### src/rtl/gbuff_port_arbiter_if.sv
// Host-side command/response bundle for gbuff_port_arbiter.
//   master : the CFU command path (drives requests, receives completions)
//   slave  : the arbiter (accepts requests, returns completions)
// Signals:
//   host_req_valid/ready   request handshake
//   host_req_we            1=write, 0=read
//   host_req_addr          16-bit word index
//   host_req_wdata         write data
//   host_rsp_valid         one-cycle completion pulse
//   host_rsp_rdata         registered read data, held until the next read completes
//   host_rsp_err           qualifies host_rsp_valid: address out of range
interface gbuff_port_arbiter_if #(
    parameter int DATA_BITS = 32
);
    logic                 host_req_valid;
    logic                 host_req_ready;
    logic                 host_req_we;
    logic [15:0]          host_req_addr;
    logic [DATA_BITS-1:0] host_req_wdata;
    logic                 host_rsp_valid;
    logic [DATA_BITS-1:0] host_rsp_rdata;
    logic                 host_rsp_err;

    modport master (
        output host_req_valid, host_req_we, host_req_addr, host_req_wdata,
        input  host_req_ready, host_rsp_valid, host_rsp_rdata, host_rsp_err
    );

    modport slave (
        input  host_req_valid, host_req_we, host_req_addr, host_req_wdata,
        output host_req_ready, host_rsp_valid, host_rsp_rdata, host_rsp_err
    );
endinterface

### src/rtl/gbuff_port_arbiter.sv
// Shares one global-buffer BRAM port between host single-word accesses and
// the TPU datapath, which takes exclusive ownership for a whole matmul.
// Ports:
//   clk, reset      clock, synchronous active-high reset
//   host            host command/response bundle (slave side)
//   tpu_req         TPU ownership request (level)
//   tpu_grant       TPU owns the BRAM port
//   tpu_wr_en/tpu_index/tpu_data_in   TPU-driven BRAM access while granted
//   ram_en/ram_wr_en/ram_index/ram_data_in   BRAM port
//   ram_data_out    BRAM read data, one cycle after the index edge
//
// state   | meaning
// IDLE    | port unused; arbitrate host vs TPU
// H_ISSUE | host access presented to BRAM (or rejected if out of range)
// H_WAIT  | host read data returning from BRAM, captured at end of cycle
// TPU     | TPU drives the BRAM port directly
module gbuff_port_arbiter #(
    parameter int ADDR_BITS = 12,
    parameter int DATA_BITS = 32
) (
    input  logic                 clk,
    input  logic                 reset,
    gbuff_port_arbiter_if.slave  host,
    input  logic                 tpu_req,
    output logic                 tpu_grant,
    input  logic                 tpu_wr_en,
    input  logic [15:0]          tpu_index,
    input  logic [DATA_BITS-1:0] tpu_data_in,
    output logic                 ram_en,
    output logic                 ram_wr_en,
    output logic [15:0]          ram_index,
    output logic [DATA_BITS-1:0] ram_data_in,
    input  logic [DATA_BITS-1:0] ram_data_out
);

    typedef enum logic [1:0] {
        IDLE    = 2'd0,
        H_ISSUE = 2'd1,
        H_WAIT  = 2'd2,
        TPU     = 2'd3
    } state_t;

    state_t               state, state_nxt;
    logic                 host_first, host_first_nxt;
    logic                 we_q;
    logic [15:0]          addr_q;
    logic [DATA_BITS-1:0] wdata_q;
    logic                 rsp_valid_q;
    logic                 rsp_err_q;
    logic [DATA_BITS-1:0] rdata_q;

    logic                 ready_c;
    logic                 accept;
    logic                 rsp_set;
    logic                 err_set;
    logic                 capture;
    logic [15:0]          addr_hi;
    logic                 addr_bad;

    assign addr_hi  = addr_q >> ADDR_BITS;
    assign addr_bad = |addr_hi;

    always_ff @(posedge clk) begin
        if (reset) begin
            state       <= IDLE;
            host_first  <= 1'b0;
            we_q        <= 1'b0;
            addr_q      <= '0;
            wdata_q     <= '0;
            rsp_valid_q <= 1'b0;
            rsp_err_q   <= 1'b0;
            rdata_q     <= '0;
        end else begin
            state       <= state_nxt;
            host_first  <= host_first_nxt;
            rsp_valid_q <= rsp_set;
            rsp_err_q   <= err_set;
            if (accept) begin
                we_q    <= host.host_req_we;
                addr_q  <= host.host_req_addr;
                wdata_q <= host.host_req_wdata;
            end
            if (capture) begin
                rdata_q <= ram_data_out;
            end
        end
    end

    always_comb begin
        state_nxt      = state;
        host_first_nxt = host_first;
        ready_c        = 1'b0;
        accept         = 1'b0;
        rsp_set        = 1'b0;
        err_set        = 1'b0;
        capture        = 1'b0;
        tpu_grant      = 1'b0;
        ram_en         = 1'b0;
        ram_wr_en      = 1'b0;
        ram_index      = '0;
        ram_data_in    = '0;
        case (state)
            IDLE: begin
                ready_c = !tpu_req || host_first;
                if (host.host_req_valid && ready_c) begin
                    accept         = 1'b1;
                    host_first_nxt = 1'b0;
                    state_nxt      = H_ISSUE;
                end else if (tpu_req) begin
                    state_nxt = TPU;
                end
            end
            H_ISSUE: begin
                if (!addr_bad) begin
                    ram_en      = 1'b1;
                    ram_wr_en   = we_q;
                    ram_index   = addr_q;
                    ram_data_in = wdata_q;
                end
                if (we_q || addr_bad) begin
                    rsp_set   = 1'b1;
                    err_set   = addr_bad;
                    state_nxt = IDLE;
                end else begin
                    state_nxt = H_WAIT;
                end
            end
            H_WAIT: begin
                // Hold the index so the BRAM output stays on the requested word.
                ram_en    = 1'b1;
                ram_index = addr_q;
                capture   = 1'b1;
                rsp_set   = 1'b1;
                state_nxt = IDLE;
            end
            TPU: begin
                tpu_grant   = 1'b1;
                ram_en      = 1'b1;
                ram_wr_en   = tpu_wr_en;
                ram_index   = tpu_index;
                ram_data_in = tpu_data_in;
                if (!tpu_req) begin
                    state_nxt = IDLE;
                    // A host left waiting through a TPU tenure gets the next slot.
                    if (host.host_req_valid) begin
                        host_first_nxt = 1'b1;
                    end
                end
            end
            default: begin
                state_nxt = IDLE;
            end
        endcase
    end

    // Ready is masked while reset is held so no request looks accepted then.
    assign host.host_req_ready = ready_c && !reset;
    assign host.host_rsp_valid = rsp_valid_q;
    assign host.host_rsp_err   = rsp_err_q;
    assign host.host_rsp_rdata = rdata_q;

endmodule
### src/flat_wrapper.sv
// flat-port wrapper written by rule: the top's interface ports become plain ports
module gbuff_port_arbiter_flat 
#(
    parameter int ADDR_BITS = 12,
    parameter int DATA_BITS = 32
)
  (clk, reset, tpu_req, tpu_grant, tpu_wr_en, tpu_index, tpu_data_in, ram_en, ram_wr_en, ram_index, ram_data_in, ram_data_out, host_host_req_valid, host_host_req_we, host_host_req_addr, host_host_req_wdata, host_host_req_ready, host_host_rsp_valid, host_host_rsp_rdata, host_host_rsp_err);
  gbuff_port_arbiter_if #(.DATA_BITS(DATA_BITS)) host_i ();
  input  logic clk;
  input  logic reset;
  input  logic tpu_req;
  output logic tpu_grant;
  input  logic tpu_wr_en;
  input  logic [15:0] tpu_index;
  input  logic [DATA_BITS-1:0] tpu_data_in;
  output logic ram_en;
  output logic ram_wr_en;
  output logic [15:0] ram_index;
  output logic [DATA_BITS-1:0] ram_data_in;
  input  logic [DATA_BITS-1:0] ram_data_out;
  input wire logic [$bits(host_i.host_req_valid)-1:0] host_host_req_valid;
  input wire logic [$bits(host_i.host_req_we)-1:0] host_host_req_we;
  input wire logic [$bits(host_i.host_req_addr)-1:0] host_host_req_addr;
  input wire logic [$bits(host_i.host_req_wdata)-1:0] host_host_req_wdata;
  output wire logic [$bits(host_i.host_req_ready)-1:0] host_host_req_ready;
  output wire logic [$bits(host_i.host_rsp_valid)-1:0] host_host_rsp_valid;
  output wire logic [$bits(host_i.host_rsp_rdata)-1:0] host_host_rsp_rdata;
  output wire logic [$bits(host_i.host_rsp_err)-1:0] host_host_rsp_err;
  assign host_i.host_req_valid = host_host_req_valid;
  assign host_i.host_req_we = host_host_req_we;
  assign host_i.host_req_addr = host_host_req_addr;
  assign host_i.host_req_wdata = host_host_req_wdata;
  assign host_host_req_ready = host_i.host_req_ready;
  assign host_host_rsp_valid = host_i.host_rsp_valid;
  assign host_host_rsp_rdata = host_i.host_rsp_rdata;
  assign host_host_rsp_err = host_i.host_rsp_err;
  gbuff_port_arbiter #(.ADDR_BITS(ADDR_BITS), .DATA_BITS(DATA_BITS)) u_core (.clk(clk), .reset(reset), .host(host_i), .tpu_req(tpu_req), .tpu_grant(tpu_grant), .tpu_wr_en(tpu_wr_en), .tpu_index(tpu_index), .tpu_data_in(tpu_data_in), .ram_en(ram_en), .ram_wr_en(ram_wr_en), .ram_index(ram_index), .ram_data_in(ram_data_in), .ram_data_out(ram_data_out));
endmodule
### config.mk
export PLATFORM = sky130hd
export DESIGN_NAME = gbuff_port_arbiter_flat
export DESIGN_NICKNAME = d
export VERILOG_FILES = /design/src/rtl/gbuff_port_arbiter_if.sv /design/src/rtl/gbuff_port_arbiter.sv /design/src/flat_wrapper.sv
export SDC_FILE = /design/constraint.sdc
export NUM_CORES = 1
export LEC_CHECK = 0
export CELL_PAD_IN_SITES_DETAIL_PLACEMENT = 1
export CELL_PAD_IN_SITES_GLOBAL_PLACEMENT = 2
export CORE_AREA = 2 2 151 153
export CTS_CLUSTER_SIZE = 40
export DETAILED_ROUTE_END_ITERATION = 10
export DIE_AREA = 0 0 153 155
export GPL_ROUTABILITY_DRIVEN = 0
export PLACE_DENSITY_LB_ADDON = 0.05
export SKIP_LAST_GASP = 1
export SLEW_MARGIN = 20
export SYNTH_ARGS = -nofsm -noshare
export SYNTH_HDL_FRONTEND = slang
export SYNTH_SLANG_ARGS = --single-unit
export TNS_END_PERCENT = 20
### constraint.sdc
create_clock -name clk -period 1.53 [get_ports clk]
set_input_delay 0.2295 -clock clk [delete_from_list [all_inputs] [get_ports clk]]
set_output_delay 0.2295 -clock clk [all_outputs]
set_load 0.01 [all_outputs]
# Yosys cells after proc, flatten, opt, wreduce, memory -nomap -nowiden
# Index checks and enable logic that the tools add are counted.
op_classes:
  n_addsub: 0
  mul: 0
  n_div: 0
  n_lt_le_gt_ge: 0
  eq_ne: 7
  shifts: 0
  n_mux: 24
  bitwise_logic: 2
  n_reduce_logical: 13
op_table:
  columns: ["operator", "n"]
  rows:
  - ["32-bit one-hot mux with 2 select lines", 1]
  - ["16-bit one-hot mux with 3 select lines", 1]
  - ["32-bit two-way mux", 1]
  - ["16-bit two-way mux", 1]
  - ["1-bit two-way mux", 11]
  - ["2-bit two-way mux", 4]
  - ["1-bit one-hot mux with 2 select lines", 4]
  - ["2-bit one-hot mux with 4 select lines", 1]
  - ["2-bit == test (second input constant)", 2]
  - ["2-bit inequality test (second input constant)", 2]
  - ["4-bit AND reduction", 1]
  - ["4-bit OR reduction", 1]
  - ["3-bit by 2-bit inequality test with 1-bit output (second input constant)", 1]
  - ["3-bit OR reduction", 1]
  - ["2-bit by 1-bit == test with 1-bit output (second input constant)", 1]
  - ["1-bit logical AND", 2]
  - ["1-bit zero test", 2]
  - ["2-bit zero test", 1]
  - ["1-bit logical OR", 2]
  - ["2-bit by 1-bit inequality test with 1-bit output (second input constant)", 1]
  - ["1-bit NOT", 2]
  - ["2-bit AND reduction", 1]
  - ["2-bit nonzero test", 1]
  - ["2-bit OR reduction", 1]
word_totals:
  ff_bits: 86
  latchBits: 0
  ram_bits: 0
  rom_bits: 0
  input_bits: 134
  out_inout_bits: 86
  n_memories: 0

# Depth between registers and ports, before layout
# Gate-level depths: netlist of run 1.
logic_depth:
  ltp_word: 5
  mapped_depth: 7
  ltp_nobuf: 5

# Least setup slack after synthesis of run 1
# Ideal clock, no wire load.
synth_timing:
  path_kind: "register -> output"
  startpoint: "reg u_core.state[1]"
  endpoint: "out ram_data_in[0]"
  arrival_time_ns: 1.428
  t_required_ns: 1.300
  setup_slack_ns: -0.127
  path_stages_with_launch: 5
  path_buffers: 2
  path_cell_list: "dfxtp_1 ha_1 clkbuf_1 clkbuf_1 a22o_1"
synth_between:
  elab_chain_len: 2
  elab_cells_between_ends: 3
  classes_between: "2 x eq/ne; 1 x mux"
synth_lines:
  columns: ["element", "line_no", "text"]
  rows:
  - ["start: declaration", "gbuff_port_arbiter.sv:43", "state_t state, state_nxt;"]
  - ["start signal: assignment", "gbuff_port_arbiter.sv:74", "state <= state_nxt;"]
  - ["2-bit == test / 2-bit by 1-bit == test with 1-bit output (equally long branches)", "gbuff_port_arbiter.sv:102", "case (state)"]
  - ["32-bit one-hot mux with 2 select lines (*)", "gbuff_port_arbiter.sv:102", null]
  - ["end: declaration", "flat_wrapper.sv:19", "output logic [DATA_BITS-1:0] ram_data_in;"]
# Mark *: on every way between the ends. The rest lies on a longest branch, timed or not.

# Final worst setup path of run 1
layout_timing:
  startpoint: "reg u_core.addr_q[14]"
  endpoint: "out ram_data_in[6]"
layout_between:
  elab_chain_len: 3
layout_lines:
  columns: ["element", "line_no", "text"]
  rows:
  - ["start: declaration", "gbuff_port_arbiter.sv:46", "logic [15:0] addr_q;"]
  - ["start signal: assignment", "gbuff_port_arbiter.sv:80", "addr_q <= host.host_req_addr;"]
  - ["4-bit OR reduction", "gbuff_port_arbiter.sv:61", "assign addr_bad = |addr_hi;"]
  - ["32-bit two-way mux", "gbuff_port_arbiter.sv:114", "if (!addr_bad) begin"]
  - ["32-bit one-hot mux with 2 select lines", "gbuff_port_arbiter.sv:102", null]
# Every way passes these cells.

==> metrics.txt, run 1 <==
status finished, violations left; failing checks negative setup slack; H-tree depth 3; share of layout cells above drive strength 1 0.222; GRT Total Usage 0.153; Final Hold Fails 0; setup violators final 134; Synth area leaders dfxtp_1, o31ai_1, mux2i_1, nand4_1, a22o_1; Die Area 23,700 µm²; drt initial violations 160; Crit path arrival time 1750 ps; Synth top area share 0.419; fin crit share 1.29; first-pass GRT wire length 28,400 µm; TritonCTS Buffers 9; maximum root-to-sink buffer count 2; Max Slew Vio Count 0; Crit Path Class flip-flop to output pin; # port buffers 219; pin count of the biggest net entering global routing 87; Area Overhead vs Synth 76.1%; Syn Area/Cell 9.13 µm²; Power, Total 7.93 mW; Die H 155 µm; Synth Area in Compound Gates 0.278; Synth area leader dfxtp_1; most common cell in the netlist dfxtp_1; DR top layer met4; post-synthesis sequential area ratio 0.419; Reg clk slew, reported paths 60 ps; non-filler cells, final 970; Mapped Cells 450; WL met2 8990 µm; power density over the cells 1100 nW/µm²; placed instance area 6800 µm²; Primary FF master, synth dfxtp_1; IO Count 220; met3 routed WL 1200 µm; worst-path maximum fanout 6; CP Capture Type output pin; max_slew headroom 0.601; Avg WL per Cell 19.2 µm; multiplexer share of the synthesized area 0.0779; antenna violations before repair 0; vias in the first global route 4,907; dpl cells 937; core area 22,200 µm²; WHS 242 ps; XOR/XNOR Fraction of Synth Area 0; f_max 0.505 GHz; library cells used by synthesis 38; met1 WL 8160 µm; Antenna diodes 0; most frequent cells after synthesis dfxtp_1, a21oi_1, nand4_1; root buf cell clkbuf_16; Ys Warns 0; RSZ-0062 raised after global routing yes; total gr overflow 0; Initial Util 0.185; worst slew pin tran 598 ps; post-route setup slack -449 ps; DRC 0; post-route minimum period 1980 ps; worst path required time 1300 ps; Hold Crit Class input pin to flip-flop; vias 4,554; Final Net Count 820; R2R setup slack -260 ps; Die W 153 µm; flops & latches, synth 86; startpoint types flip-flop; Clock Latency Late Sink 340 ps; Mapped Area 4110 µm²; hpwl dp 12,600 µm; DR pass1 iterations 4; VDD IR-drop max 0.498 mV; Sink Count 86; MaxCap Viol Count 0; Mapped Nets 590; final antenna-violating net count 0; final WL 18,600 µm; Pleak 2.72 nW; Design Area, Final 7240 µm²; ys async rst share 0; Post-synth EDFFs 0; vias per cell 4.69; simple logic cell fraction of the synthesized area 0.135; Post-Synth Adder-Cell Area 0.0183; CTS tree done; Final Skew 5.51 ps; main combinational cell family by area after synthesis compound AO/OA/AOI/OAI gates; Rows 55
power breakdown:
| part | switching [mW] | leakage, nW | total, mW | internal [mW] |
|---|---|---|---|---|
| Clock | 0.919 | 0.126 | 2.06 | 1.15 |
| Sequential | 0.152 | 0.703 | 2.63 | 2.48 |
| Combinational | 1.61 | 1.89 | 3.23 | 1.62 |
cell type report:
type,count,area (µm²)
fill,2550,15000
timing repair buffer,276,2640
multi-input combinational,300,2210
inverter,7,28.8
tap,285,357
clock inverter,3,20.0
sequential,86,1730
clock buffer,13,250
placed cells by master, fill, tap and decap left out, drive strengths merged, types with 15 or more instances in the layout:
master and count:
a21oi 51, a22o 32, buf 99, clkbuf 15, clkdlybuf4s50 166, dfxtp 86, mux2i 32, nand4 50
nor2 38, o31ai 49
final timing paths:
check,startpoint,to,depth (start not counted)
worst min register to register,u_core.wdata_q[14],u_core.wdata_q[14],2
worst max register to register,u_core.state[0],u_core.state[1],7
worst max-delay path,u_core.addr_q[14],ram_data_in[6],7
worst min-delay path,host_host_req_valid,u_core.wdata_q[3],3
metal layers:
layer,vias to the layer above,GRT usage
li1,2186,-
met5,-,0
met3,15,0.0451
met4,0,0.0498
met2,132,0.261
met1,2221,0.185
sequential cells by signal, indices dropped and copies added, names as in the netlist:
| name | cells |
|---|---|
| u_core.host_first | 1 |
| u_core.we_q | 1 |
| u_core.host.host_rsp_rdata | 32 |
| u_core.host.host_rsp_valid | 1 |
| u_core.addr_q | 16 |
| u_core.host.host_rsp_err | 1 |
| u_core.state | 2 |
| u_core.wdata_q | 32 |
stage by stage:
step / TNS [ps] / utilization / worst slack [ps]
after floorplan: -361 / - / -44.8
after global placement: -41930 / 0.306 / -495
after detailed placement: -44300 / 0.306 / -561
after CTS: -44530 / 0.321 / -476
after global routing: -50640 / 0.326 / -545
final: -37340 / 0.326 / -449
critical path: stages, from the launching register on:
cell	delay, ps
dfxtp_2	340
nor4_4	280
and2_4	200
buf_6	110
buf_8	120
buf_12	120
a22o_1	120
buf_2	120
timing repair:
item,CTS,global route
endpoints found under the hold margin,0,0
cloned,5,1
buffers inserted,7,6
hold buffers,0,0
resized for setup,213,27
endpoints found under the setup margin,134,135
pin swaps,12,8
logic make-up (layout without fill, tap and decap cells):
kind of cell    count (synthesis)  after routing
mux                            32             32
compound gates                160            161
simple gates                  101            101
fa+ha+maj                       6              6
flops                          86             86
buf+inv                        65            299
No activity file was read; power rests on OpenSTA's default activity.
==> inputs of run 2 (changes only) <==
==> constraint.sdc (replaced) <==
create_clock -name clk -period 1.8 [get_ports clk]
set_input_delay 0.27 -clock clk [delete_from_list [all_inputs] [get_ports clk]]
set_output_delay 0.27 -clock clk [all_outputs]
set_load 0.01 [all_outputs]
==> metrics.txt, run 2 (same netlist as run 1, synthesis figures left out) <==
GRT Total Usage 0.154 (+0.00146); hpwl dp 12,100 µm (-3.3%); IO Count 220 (unchanged); final antenna-violating net count 0 (unchanged); worst path required time 1530 ps (+230 ps); Hold Crit Class input pin to flip-flop; failing checks negative setup slack; max_slew headroom 0.566 (-0.0353); Avg WL per Cell 19.2 µm (+0.14%); drt initial violations 138 (-14%); VDD IR-drop max 0.457 mV (-8.3%); DR pass1 iterations 4 (unchanged); CTS tree done; Clock Latency Late Sink 350 ps (about the same); setup violators final 112 (-16%); DRC 0 (unchanged); maximum root-to-sink buffer count 2 (unchanged); pin count of the biggest net entering global routing 87 (unchanged); most common cell after layout, fill and taps aside clkdlybuf4s50_1; worst-path maximum fanout 8 (+2); vias 4,490 (-1.4%); R2R setup slack -140 ps (+120 ps); share of layout cells above drive strength 1 0.168 (-0.0540); Die W 153 µm (unchanged); MaxCap Viol Count 0 (unchanged); worst slew pin tran 651 ps (+52.9 ps); post-route minimum period 2080 ps; Max Slew Vio Count 0 (unchanged); startpoint types flip-flop; vias in the first global route 4,944 (+0.75%); Crit path arrival time 1810 ps (+60 ps); total gr overflow 0 (unchanged); Pleak 2.68 nW (-1.6%); commonest non-fill, non-tap cells in the layout clkdlybuf4s50_1, dfxtp_1, a21oi_1, nand4_1, o31ai_1; Reg clk slew, reported paths 70 ps (about the same); # port buffers 219 (unchanged); Die H 155 µm (unchanged); setup_tns -12,440 ps (+24,900 ps); H-tree depth 3 (unchanged); core area 22,200 µm² (unchanged); RSZ-0062 raised after global routing yes; Final Hold Fails 0 (unchanged); post-route setup slack -282 ps (+166 ps); root buf cell clkbuf_16; first-pass GRT wire length 28,700 µm (+0.95%); Rows 55 (unchanged); number of fill cells 2,563 (+0.51%); Sink Count 86 (unchanged); final WL 18,400 µm (-0.99%); fin crit share 1.16; CP Capture Type output pin; Die Area 23,700 µm² (unchanged); Area Overhead vs Synth 73.2%; power density over the cells 928 nW/µm² (-15%); Crit Path Class flip-flop to output pin; vias per cell 4.68 (-0.27%); Final Skew 4.86 ps (-0.642 ps); status finished, violations left; WHS 390 ps (+149 ps); f_max 0.480 GHz; antenna violations before repair 1 (+1); Final Net Count 808 (-1.5%); Initial Util 0.185 (unchanged); TritonCTS Buffers 9 (unchanged)
## run 2: critical path, cell delays in order, from the launching register on
cell	delay (ps)
dfxtp_2	330
nor4_4	300
and2_4	260
clkbuf_16	170
a22o_1	120
dlygate4sd2_1	270
## run 2: final cells by class
| type | instances | area (µm²) | share of cell area |
|---|---|---|---|
| Antenna cell | 1 | 2.50 | 0.000351 |
| Clock buffer | 9 | 225 | 0.0316 |
| Clock inverter | 7 | 48.8 | 0.00685 |
| Inverter | 7 | 26.3 | 0.00369 |
| Multi-Input combinational cell | 300 | 2170 | 0.304 |
| Sequential cell | 86 | 1730 | 0.243 |
| Tap cell | 285 | 357 | 0.0501 |
| Timing Repair Buffer | 264 | 2560 | 0.360 |
## run 2: per-layer routing
layer	vias up	track usage	share of wire
li1	2153	-	-
met1	2201	0.185	0.43
met5	-	0	0
met2	123	0.265	0.49
met3	13	0.0443	0.062
met4	0	0.0529	0.016
## run 2: per-stage QoR
stage                     power (mW)  worst slack [ps]   util  std cells  area [µm²]
after floorplan                 3.44               102      -        450        4110
after global placement          4.65              -313  0.303        930        6730
after detailed placement        4.68              -352  0.303        930        6730
after CTS                       6.70              -328  0.320        956        7100
after global routing            7.04              -362  0.320        959        7120
final                           6.61              -282  0.320        959        7120
## run 2: timing repair
item / in CTS / in global routing
endpoints found under the setup margin: 103 / 136
pin swaps: 6 / 11
setup buffers: 9 / 2
gates cloned: 1 / 1
hold buffers: 0 / 0
gates resized for setup: 125 / 31
## run 2: path summary, 6_finish.rpt
path,startpoint,endpoint,cells after the start
setup / recovery,u_core.addr_q[12],ram_data_in[7],5
hold / removal,host_host_req_valid,u_core.state[0],4
setup reg to reg,u_core.state[0],u_core.addr_q[15],7
hold reg to reg,u_core.wdata_q[30],u_core.wdata_q[30],2
## run 2: power by group
part / leakage (nW) / internal (mW) / switching, mW
Clock: 0.136 / 0.943 / 0.878
Combinational: 1.84 / 1.26 / 1.29
Sequential: 0.702 / 2.10 / 0.126
Total: 2.68 / 4.31 / 2.30
